File: src/rtl/sc_ticktimer.sv
// Dual-channel tick timer with sticky active-low terminal flags for the
// background shift/display state machine.
// Latency: a flag falls on the clock after the lim-th event on its channel,
// and rises on that channel's next event or on a synchronous clear.
// No backpressure: requests are consumed one per cycle, and events are never queued or dropped.
//
// Ports:
//   SC_TICKTIMER_CLOCK_50        system clock
//   SC_TICKTIMER_RESET_InHigh    asynchronous reset, active high
//   SC_TICKTIMER_clear_InLow     synchronous clear of counters/flags; reloads level
//   SC_TICKTIMER_upcount0_InLow  channel-0 count request (lane shift period)
//   SC_TICKTIMER_upcount1_InLow  channel-1 count request (display refresh period)
//   SC_TICKTIMER_level_In        speed level 0..3, divides the channel-0 period by 2^level
//   SC_TICKTIMER_T0_OutLow       channel-0 terminal flag, sticky, active low
//   SC_TICKTIMER_T1_OutLow       channel-1 terminal flag, sticky, active low
//   SC_TICKTIMER_count0_Out      channel-0 counter value (debug)
//
// Optional build macro SC_TICKTIMER_PRESCALE_EN: adds a free-running
// prescaler.  A request then counts only on a cycle where the prescaler
// reaches PRESCALE-1.  Without the macro, every cycle with a low request is an event.

module sc_ticktimer #(
  parameter int                CNT_W       = 8,
  parameter logic [CNT_W-1:0]  LIMIT0_BASE = CNT_W'(64),
  parameter logic [CNT_W-1:0]  LIMIT1      = CNT_W'(16),
  parameter int                PRESCALE    = 4
) (
  input  logic             SC_TICKTIMER_CLOCK_50,
  input  logic             SC_TICKTIMER_RESET_InHigh,
  input  logic             SC_TICKTIMER_clear_InLow,
  input  logic             SC_TICKTIMER_upcount0_InLow,
  input  logic             SC_TICKTIMER_upcount1_InLow,
  input  logic [1:0]       SC_TICKTIMER_level_In,
  output logic             SC_TICKTIMER_T0_OutLow,
  output logic             SC_TICKTIMER_T1_OutLow,
  output logic [CNT_W-1:0] SC_TICKTIMER_count0_Out
);

  typedef enum logic {
    COUNTING = 1'b0,
    EXPIRED  = 1'b1
  } ch_state_t;

  logic             clk;
  logic             rst;
  logic             clear;
  logic             ev0;
  logic             ev1;

  assign clk   = SC_TICKTIMER_CLOCK_50;
  assign rst   = SC_TICKTIMER_RESET_InHigh;
  assign clear = ~SC_TICKTIMER_clear_InLow;

  // ------------------------------------------------------------------
  // Event qualification
  // ------------------------------------------------------------------
`ifdef SC_TICKTIMER_PRESCALE_EN
  localparam int PS_N = (PRESCALE < 1) ? 1 : PRESCALE;
  localparam int PS_W = (PS_N > 1) ? $clog2(PS_N) : 1;
  localparam logic [PS_W-1:0] PS_LAST = PS_W'(PS_N - 1);

  logic [PS_W-1:0] ps_q;
  logic            ps_tick;

  assign ps_tick = (ps_q == PS_LAST);

  // Free-running; clear realigns it so the first period after a clear is full length.
  always_ff @(posedge clk or posedge rst) begin
    if (rst) begin
      ps_q <= '0;
    end else if (clear) begin
      ps_q <= '0;
    end else if (ps_tick) begin
      ps_q <= '0;
    end else begin
      ps_q <= ps_q + PS_W'(1);
    end
  end

  assign ev0 = ~SC_TICKTIMER_upcount0_InLow & ps_tick;
  assign ev1 = ~SC_TICKTIMER_upcount1_InLow & ps_tick;
`else
  assign ev0 = ~SC_TICKTIMER_upcount0_InLow;
  assign ev1 = ~SC_TICKTIMER_upcount1_InLow;
`endif

  // ------------------------------------------------------------------
  // Effective limits
  // ------------------------------------------------------------------
  logic [1:0]       lvl_q;
  logic [CNT_W-1:0] lim0_raw;
  logic [CNT_W-1:0] lim0;
  logic [CNT_W-1:0] lim0_m1;
  logic [CNT_W-1:0] lim1_m1;

  localparam logic [CNT_W-1:0] LIM1_EFF = (LIMIT1 == '0) ? CNT_W'(1) : LIMIT1;

  assign lim0_raw = LIMIT0_BASE >> lvl_q;
  assign lim0     = (lim0_raw == '0) ? CNT_W'(1) : lim0_raw;
  // lim0 and LIM1_EFF are both >= 1, so these never underflow.
  assign lim0_m1  = lim0 - CNT_W'(1);
  assign lim1_m1  = LIM1_EFF - CNT_W'(1);

  // ------------------------------------------------------------------
  // Channel 0: lane shift period, scaled by the latched level
  // ------------------------------------------------------------------
  logic [CNT_W-1:0] count0;
  logic             t0_q;
  ch_state_t        st0;

  // In EXPIRED the counter is always 0 and the limit is fixed, because lvl_q
  // only moves on a wrap or a clear.  The releasing event is the first event of
  // the new period.  With a limit of 1 it leaves the counter at 0 rather than
  // re-expiring in the same cycle.  The flag therefore always shows a high phase
  // between terminal counts, which the downstream CHECK state relies on.
  always_ff @(posedge clk or posedge rst) begin
    if (rst) begin
      count0 <= '0;
      t0_q   <= 1'b1;
      st0    <= COUNTING;
      lvl_q  <= 2'd0;
    end else if (clear) begin
      count0 <= '0;
      t0_q   <= 1'b1;
      st0    <= COUNTING;
      lvl_q  <= SC_TICKTIMER_level_In;
    end else if (ev0) begin
      case (st0)
        EXPIRED: begin
          count0 <= (lim0_m1 == '0) ? '0 : CNT_W'(1);
          t0_q   <= 1'b1;
          st0    <= COUNTING;
        end
        default: begin
          // >= rather than ==: the limit may already be below the count.
          if (count0 >= lim0_m1) begin
            count0 <= '0;
            t0_q   <= 1'b0;
            st0    <= EXPIRED;
            lvl_q  <= SC_TICKTIMER_level_In;
          end else begin
            count0 <= count0 + CNT_W'(1);
            t0_q   <= 1'b1;
            st0    <= COUNTING;
          end
        end
      endcase
    end
  end

  // ------------------------------------------------------------------
  // Channel 1: display refresh period, fixed limit
  // ------------------------------------------------------------------
  logic [CNT_W-1:0] count1;
  logic             t1_q;
  ch_state_t        st1;

  always_ff @(posedge clk or posedge rst) begin
    if (rst) begin
      count1 <= '0;
      t1_q   <= 1'b1;
      st1    <= COUNTING;
    end else if (clear) begin
      count1 <= '0;
      t1_q   <= 1'b1;
      st1    <= COUNTING;
    end else if (ev1) begin
      case (st1)
        EXPIRED: begin
          count1 <= (lim1_m1 == '0) ? '0 : CNT_W'(1);
          t1_q   <= 1'b1;
          st1    <= COUNTING;
        end
        default: begin
          if (count1 >= lim1_m1) begin
            count1 <= '0;
            t1_q   <= 1'b0;
            st1    <= EXPIRED;
          end else begin
            count1 <= count1 + CNT_W'(1);
            t1_q   <= 1'b1;
            st1    <= COUNTING;
          end
        end
      endcase
    end
  end

  assign SC_TICKTIMER_T0_OutLow  = t0_q;
  assign SC_TICKTIMER_T1_OutLow  = t1_q;
  assign SC_TICKTIMER_count0_Out = count0;

endmodule

File: config.mk
export PLATFORM = sky130hd
export DESIGN_NAME = sc_ticktimer
export DESIGN_NICKNAME = d
export VERILOG_FILES = /design/src/rtl/sc_ticktimer.sv
export SDC_FILE = /design/constraint.sdc
export NUM_CORES = 1
export LEC_CHECK = 0
export BUFFER_PORTS_ARGS = -buffer_cell sky130_fd_sc_hd__buf_2
export CORE_ASPECT_RATIO = 0.8
export CORE_MARGIN = 5
export CORE_UTILIZATION = 35
export CTS_BUF_LIST = sky130_fd_sc_hd__clkbuf_16
export DETAILED_ROUTE_END_ITERATION = 8
export PLACE_DENSITY = 0.57
export SLEW_MARGIN = 20
export SYNTH_ARGS = -nofsm -noshare
export SYNTH_HDL_FRONTEND = slang
export SYNTH_SLANG_ARGS = --single-unit
File: constraint.sdc
create_clock -name SC_TICKTIMER_CLOCK_50 -period 2.8 [get_ports SC_TICKTIMER_CLOCK_50]
set_input_delay 0.84 -clock SC_TICKTIMER_CLOCK_50 [delete_from_list [all_inputs] [get_ports SC_TICKTIMER_CLOCK_50]]
set_output_delay 0.84 -clock SC_TICKTIMER_CLOCK_50 [all_outputs]
set_load 0.05 [all_outputs]
[Word-level counts from Yosys, hierarchy flattened]
Cells that the tools add are included.
Word-level totals
  bits in registers: 22
  input port bits: 7
  output and inout port bits: 10
  logic and storage cells: 50
Operators by class
  add/sub/neg operators: 3
  $lt $le $gt $ge: 2
  equality and inequality tests: 4
  shift-type cells: 1
  muxes and demuxes: 30
  reduce and logical (&&, ||, !) cells: 3
Operator list (number)
  8-bit two-way mux: 9
  1-bit two-way mux: 17
  8-bit by 1-bit adder with 8-bit output (second input constant): 2
  8-bit zero test: 2
  8-bit by 4-bit >= comparator with 1-bit output (second input constant): 1
  8-bit >= comparator: 1
  2-bit two-way mux: 4
  7-bit by 2-bit right shift with 8-bit output (first input constant): 1
  8-bit by 1-bit subtractor with 8-bit output (second input constant): 1
  2-bit != test (second input constant): 3
  3-bit AND reduction: 1
  2-bit by 1-bit != test with 1-bit output (second input constant): 1

[Logic depth before layout (Yosys ltp)]
Gate-level depths: netlist of run 1.
  word-level depth: 9
  gate-level depth with buffers: 6
  mapped depth without buffers: 6

[Least setup slack after synthesis of run 1]
Ideal clock, no wire load.
  kind: reg-to-reg
  from: register count0[5] (netlist: SC_TICKTIMER_count0_Out[5])
  to: register lvl_q[0]
  setup time: 0.125 ns
  data arrival time: 1.827 ns
  required time: 2.675 ns
  path slack: 0.848 ns
  stages on the path, launching flop included: 6
  buffers on the path: 0
  period minus slack after synthesis: 1.952 ns
  path through: dfrtp_1 -> ha_1 -> a211o_1 -> a21oi_1 -> a21oi_1 -> mux2_2
On the way
  cells in the longest elaborated chain, start to end: 3
RTL lines
  start: declaration: line 107  | logic [CNT_W-1:0] count0;
  start signal: assignment: line 130  | count0 <= (lim0_m1 == '0) ? '0 : CNT_W'(1);
  start signal: assignment: line 142  | count0 <= count0 + CNT_W'(1);
  8-bit >= comparator: line 136  | if (count0 >= lim0_m1) begin
  2-bit by 1-bit != test with 1-bit output (no source line)
  3-bit AND reduction (no source line)
  end signal: assignment: line 126  | lvl_q <= SC_TICKTIMER_level_In;
  end signal: assignment: line 140  | lvl_q <= SC_TICKTIMER_level_In;
  end: declaration: line 90  | logic [1:0] lvl_q;
No other way between the ends.
A chain may end at the register's enable or synchronous reset.

[Worst setup path in the final report of run 1]
  from: register lvl_q[1]
  to: register lvl_q[1]
On the way
  cells in the longest elaborated chain, start to end: 7
RTL lines
  7-bit by 2-bit right shift with 8-bit output (*): line 98  | assign lim0_raw = LIMIT0_BASE >> lvl_q;
  8-bit zero test: line 99  | assign lim0 = (lim0_raw == '0) ? CNT_W'(1) : lim0_raw;
  8-bit two-way mux (*): line 99
  8-bit by 1-bit subtractor with 8-bit output (*): line 101  | assign lim0_m1 = lim0 - CNT_W'(1);
  8-bit >= comparator (*): line 136
  2-bit by 1-bit != test with 1-bit output (no source line) (*)
  3-bit AND reduction (no source line) (*)
Mark *: on every way between the ends. The rest lies on a longest branch, timed or not.

==> results of run 1 <==
## layout make-up
| cell class | instances | area (um^2) | share of cell area (%) |
|---|---|---|---|
| multi-input combinational | 89 | 631 | 43.7 |
| sequential | 22 | 553 | 38.3 |
| timing repair buffer | 17 | 87.6 | 6.07 |
| clock buffer | 3 | 75.1 | 5.20 |
| tap | 42 | 52.6 | 3.64 |
| clock inverter | 1 | 30.0 | 2.08 |
| inverter | 4 | 15.0 | 1.04 |
## layout by cell type (no fill, tap or decap), drive strengths merged, types with 2 or more instances in the layout
cell,synthesis,layout
o21ai,5,5
nand3,6,6
buf,0,17
nand2,8,8
a21oi,7,7
a21boi,2,2
and2,4,4
xor2,6,6
dfstp,2,2
ha,8,8
nand2b,3,3
and3,6,6
inv,4,4
clkbuf,3,3
dfrtp,20,20
o21a,2,2
conb,2,2
nor2,10,10
mux2,2,2
a32o,2,2
nand4,2,2
## cell usage after synthesis, types with 3 or more instances
master    instances  area (um^2)
nand2b_1          3         18.8
dfrtp_1          20          500
nor2_1           10         37.5
nand3_1           5         25.0
clkbuf_1          3         11.3
xor2_1            6         52.6
and2_1            4         25.0
inv_1             4         15.0
a21oi_1           6         30.0
ha_1              8          100
nand2_1           8         30.0
and3_1            5         31.3
o21ai_0           4         20.0
## power breakdown
part | leakage, uW | total, uW | internal, uW | switching (uW)
registers | 0.000292 | 344 | 330 | 14.5
clock network | 0.0000511 | 398 | 284 | 114
logic | 0.000371 | 90.5 | 31.7 | 58.7
total | 0.000714 | 833 | 645 | 188
## registers in the layout (all words and copies together) (netlist names)
register,flops
SC_TICKTIMER_T1_OutLow,1
count1,8
st1,1
lvl_q,2
SC_TICKTIMER_T0_OutLow,1
st0,1
SC_TICKTIMER_count0_Out,8
## worst paths after layout
path	startpoint	to	slack, ns
worst max-delay path	lvl_q[1]	lvl_q[1]	0.73
worst min-delay path	SC_TICKTIMER_T1_OutLow	SC_TICKTIMER_T1_OutLow	0.51
worst max register to register	lvl_q[1]	lvl_q[1]	0.73
worst min register to register	SC_TICKTIMER_T1_OutLow	SC_TICKTIMER_T1_OutLow	0.51
max in group asynchronous	SC_TICKTIMER_RESET_InHigh	count1[2]	1.55
min in group asynchronous	SC_TICKTIMER_RESET_InHigh	count1[3]	0.74
## through the flow
step / total power [uW] / hold WS, ns / util, % / cell area, um^2 / setup slack (ns)
6_report: 833 / 0.508 / 42.8 / 1440 / 0.730
2_1_floorplan: 414 / 0.479 / - / 1210 / 0.848
3_5_place_dp: 441 / 0.498 / 39.7 / 1340 / 0.744
4_1_cts: 842 / 0.517 / 42.8 / 1440 / 0.738
3_3_place_gp: 438 / 0.495 / 39.7 / 1340 / 0.771
5_1_grt: 868 / 0.529 / 42.8 / 1440 / 0.622
## critical path: cells and delay by family (launching register included)
family,cells,cell delay [ns]
fa+ha+maj,1,0.29
flops,1,0.40
simple gates,1,0.30
compound gates,3,0.69
mux,1,0.29
## layer usage
| metal | vias up | share of wire, % |
|---|---|---|
| met2 | 17 | 43 |
| met1 | 445 | 51 |
| met3 | 5 | 4.2 |
| met5 | - | 0 |
| met4 | 0 | 1.7 |
| li1 | 456 | - |
## cells by family (layout without fill, tap and decap cells)
family	count (synthesis)	in the layout	share of synthesized area (%)
and+or+nand+nor	44	44	19.4
buffers and inverters	7	25	2.17
xor gates and xnor gates	6	6	4.34
AOI/OAI and AO/OA	27	27	17.6
adders and majority gates	8	8	8.27
other	2	2	0.621
muxes	2	2	1.86
DFF	22	22	45.7
==> impl_metrics.ini, run 1 <==
[outcome]
status = complete, no violations

[clock_network]
cts_tree = yes
postCtsSetupRepairBufs = 0
cts_buffers = 3
cts_resized = 0
clk_pin_slew_ns = 0.06
root_buffer = clkbuf_16
cts_buffer_depth = 2
cts_max_level = 1
clk_latency_ns = 0.26
cts.sink_count = 22
ctsHoldBuffers = 0

[timing]
fin_crit_sh_pct = 73.9
min_period_ns = 2.07
clock-skew-final_ns = 0.00292
setup_tns_ns = 0
finalSetupViolations = 0
max_freq_mhz = 483
max-slew-margin-rel_pct = 45.2
worstMarginPinSlew_ns = 0.822
rsz0062_at_grt = no
hold_viol_final = 0
slew_violations = 0

[worst_hold_path]
min_path_cells = 2
min_path_type = reg2reg

[drt]
via_count = 923
drc = 0
ant_nets = 0
dr.pass1.iters = 4
routed_wl_mm = 2.42
wl_per_cell_um = 13.6
drtIter0Drc = 88
via_per_inst = 5.19

[worst_setup_path]
path_cells = or2_2 -> ha_1 -> a211o_1 -> a21oi_1 -> a21oi_1 -> mux2_2
r2r_cells = 6
worstSetupStartpointType = flop
worstPathMaxFanout = 4
arrival_ns = 2.21
worst_path_most_repeated_cell = a21oi_1
setup.worst_path.end_class = flop
crit_required_ns = 2.94
cp_slowest_stage_delay_ns = 0.40
slowest_stage = dfrtp_1
worstSetupPathType = reg2reg

[layout]
antenna_cells = 0
fin_cells = 178
drive_gt1_share_pct = 25.0
nets = 152
fillers = 340
area_delta_synth_final_pct = 19.3

[logic_synthesis]
synth_edf_count = 0
avgSynthCellArea_um2 = 10.3
synthArstFlopShare_pct = 100
yosysSeqAreaShare_pct = 45.7
ys_seq_elements = 22
synth_cell_types = 39
postSynthCellCount = 118
synth_warnings = 0
synth_area_mm2 = 0.00121
ys.flop_type = dfrtp_1
synth_fp_nets = 133

[floorplanning]
row_count = 19
die_h_um = 62.6
chipWidth_um = 75.7
core_area_mm2 = 0.00338
initial_core_util_pct = 35.8
io_pins = 17
dieArea_mm2 = 0.00474

[global_route]
track_usage_pct = 11.4
grt_max_degree = 23
antenna_found_initial = 0
grt_util_met1_pct = 16.3
grt_overflow = 0
grt_pass1_vias = 909
grt_use_met3_pct = 3.05
met2_usage_pct = 16.2
busiest_layer = met1
grt_pass1_wl_mm = 4.25

[placement]
place.gp.congestion = 0.798
io_buffers = 16
dpl.hpwl_mm = 1.83
dp_cells = 174

[job]
cap_violations = 0

[pwr]
p_leak_uw = 0.000714
powerDensity_mw_per_mm2 = 577
vdd_drop_max_mv = 0.191
Power figures use the tool's default switching activity.
==> run 2, diff against run 1 <==
==> constraint.sdc (replaced) <==
create_clock -name SC_TICKTIMER_CLOCK_50 -period 2.09 [get_ports SC_TICKTIMER_CLOCK_50]
set_input_delay 0.627 -clock SC_TICKTIMER_CLOCK_50 [delete_from_list [all_inputs] [get_ports SC_TICKTIMER_CLOCK_50]]
set_output_delay 0.627 -clock SC_TICKTIMER_CLOCK_50 [all_outputs]
set_load 0.05 [all_outputs]
==> impl_metrics.ini, run 2 (same netlist as run 1, synthesis figures left out) <==
[outcome]
status = complete, no violations

[layout]
ff_latch_area_um2 = 553
fillers = 334
multiInputGateArea_um2 = 634
drive_gt1_share_pct = 28.4
antenna_cells = 0
nets = 157
final_cell_mix = 20 x dfrtp_1, 16 x buf_2, 10 x nor2_1, 8 x nand2_1, 8 x ha_1
fin_cells = 183
area_delta_synth_final_pct = 22.8
final_area_mm2 = 0.00149
layout_commonest_cell = dfrtp_1

[global_route]
grt_max_degree = 23
antenna_found_initial = 0
grt_pass1_wl_mm = 4.51
grt_pass1_vias = 983
grt_overflow = 0
track_usage_pct = 12.0

[placement]
placed_cell_area_mm2 = 0.00138
dpl.hpwl_mm = 1.95
place.gp.congestion = 0.775
dp_cells = 179
io_buffers = 16

[worst_setup_path]
startpoint = lvl_q[0]
reg2reg_from = lvl_q[0]
worstSetupPathType = reg2reg
worstPathMaxFanout = 4
path_cells = or2_2 -> ha_1 -> nand4b_1 -> a21o_1 -> a21oi_1 -> mux2_2
worstSetupStartpointType = flop
arrival_ns = 2.11
slowest_stage = dfrtp_1
crit_required_ns = 2.23
setup.worst_path.end_class = flop
cp_slowest_stage_delay_ns = 0.39

[drt]
wl_per_cell_um = 13.8
ant_nets = 0
drtIter0Drc = 53
routed_wl_mm = 2.52
drc = 0
dr.pass1.iters = 4
via_per_inst = 5.13
via_count = 938

[floorplanning]
core_area_mm2 = 0.00338
initial_core_util_pct = 35.8
die_h_um = 62.6
io_pins = 17
row_count = 19
dieArea_mm2 = 0.00474
chipWidth_um = 75.7

[pwr]
powerDensity_mw_per_mm2 = 755
power_uw = 1120
p_leak_uw = 0.000740
vdd_drop_max_mv = 0.262

[clock_network]
cts_tree = yes
clk_latency_ns = 0.25
cts_buffer_depth = 2
cts_buffers = 3
cts_max_level = 1
cts.sink_count = 22
ctsHoldBuffers = 0
clk_pin_slew_ns = 0.06
root_buffer = clkbuf_16

[timing]
fin_crit_sh_pct = 94.3
finalSetupViolations = 0
clock-skew-final_ns = 0.00331
min_period_ns = 1.97
hold_viol_final = 0
hold_slack_ns = 0.399
slew_violations = 0
setup_tns_ns = 0
max_freq_mhz = 507
rsz0062_at_grt = no

[job]
cap_violations = 0

[worst_hold_path]
min_path_type = in2async
==> run 2: cell types whose count changed in the layout (fill, tap and decap cells not counted) <==
| cell | change |
|---|---|
| buf_4 | +5 |
| a21oi_1 | -1 |
| a21oi_2 | +1 |
==> run 2: final cells by class <==
| cell class | instances | area share, % |
|---|---|---|
| Clock buffer | 3 | 5.05 |
| Tap cell | 42 | 3.54 |
| Inverter | 4 | 1.01 |
| Sequential cell | 22 | 37.2 |
| Timing Repair Buffer | 22 | 8.42 |
| Clock inverter | 1 | 2.02 |
| Multi-Input combinational cell | 89 | 42.7 |
==> run 2: worst paths after layout <==
kind,end,slack [ns],cells past startpoint
max,lvl_q[0],0.12,6
min,count1[3],0.40,3
max reg2reg,lvl_q[0],0.12,6
min reg2reg,SC_TICKTIMER_T1_OutLow,0.50,2
max in group asynchronous,SC_TICKTIMER_T0_OutLow,1.42,3
min in group SC_TICKTIMER_CLOCK_50,SC_TICKTIMER_T1_OutLow,0.50,2
==> run 2: routing by layer <==
layer  track usage [%]  part of all wire, %  vias up
li1                  -                    -      468
met1              16.2                   50      455
met2              19.1                   47       13
met3              2.89                  2.9        2
met4              2.62                 0.79        0
met5                 0                    0        -
==> run 2: worst max-delay path: cells and delay by family, from the launching register on <==
kind            cells  cell delay (ns)
simple gates        2             0.39
compound gates      2             0.44
fa+ha+maj           1             0.29
flops               1             0.39
mux                 1             0.36
==> run 2: where the power goes <==
part	total, uW	switching, uW	internal, uW
Clock	528	148	380
Combinational	134	83.1	50.7
Sequential	460	18.4	441
Total	1120	250	872
==> run 2: per-stage QoR <==
stage / utilization (%) / worst slack, ns
floorplan: - / 0.138
global placement: 40.8 / 0.137
detailed placement: 40.8 / 0.0825
CTS: 43.9 / 0.0741
global route: 44.0 / 0.0134
finish: 44.0 / 0.119
==> run 2: timing repair <==
action,in CTS,in global routing
setup buffers,0,0
gates resized for setup,0,1
endpoints found under the setup margin,0,6
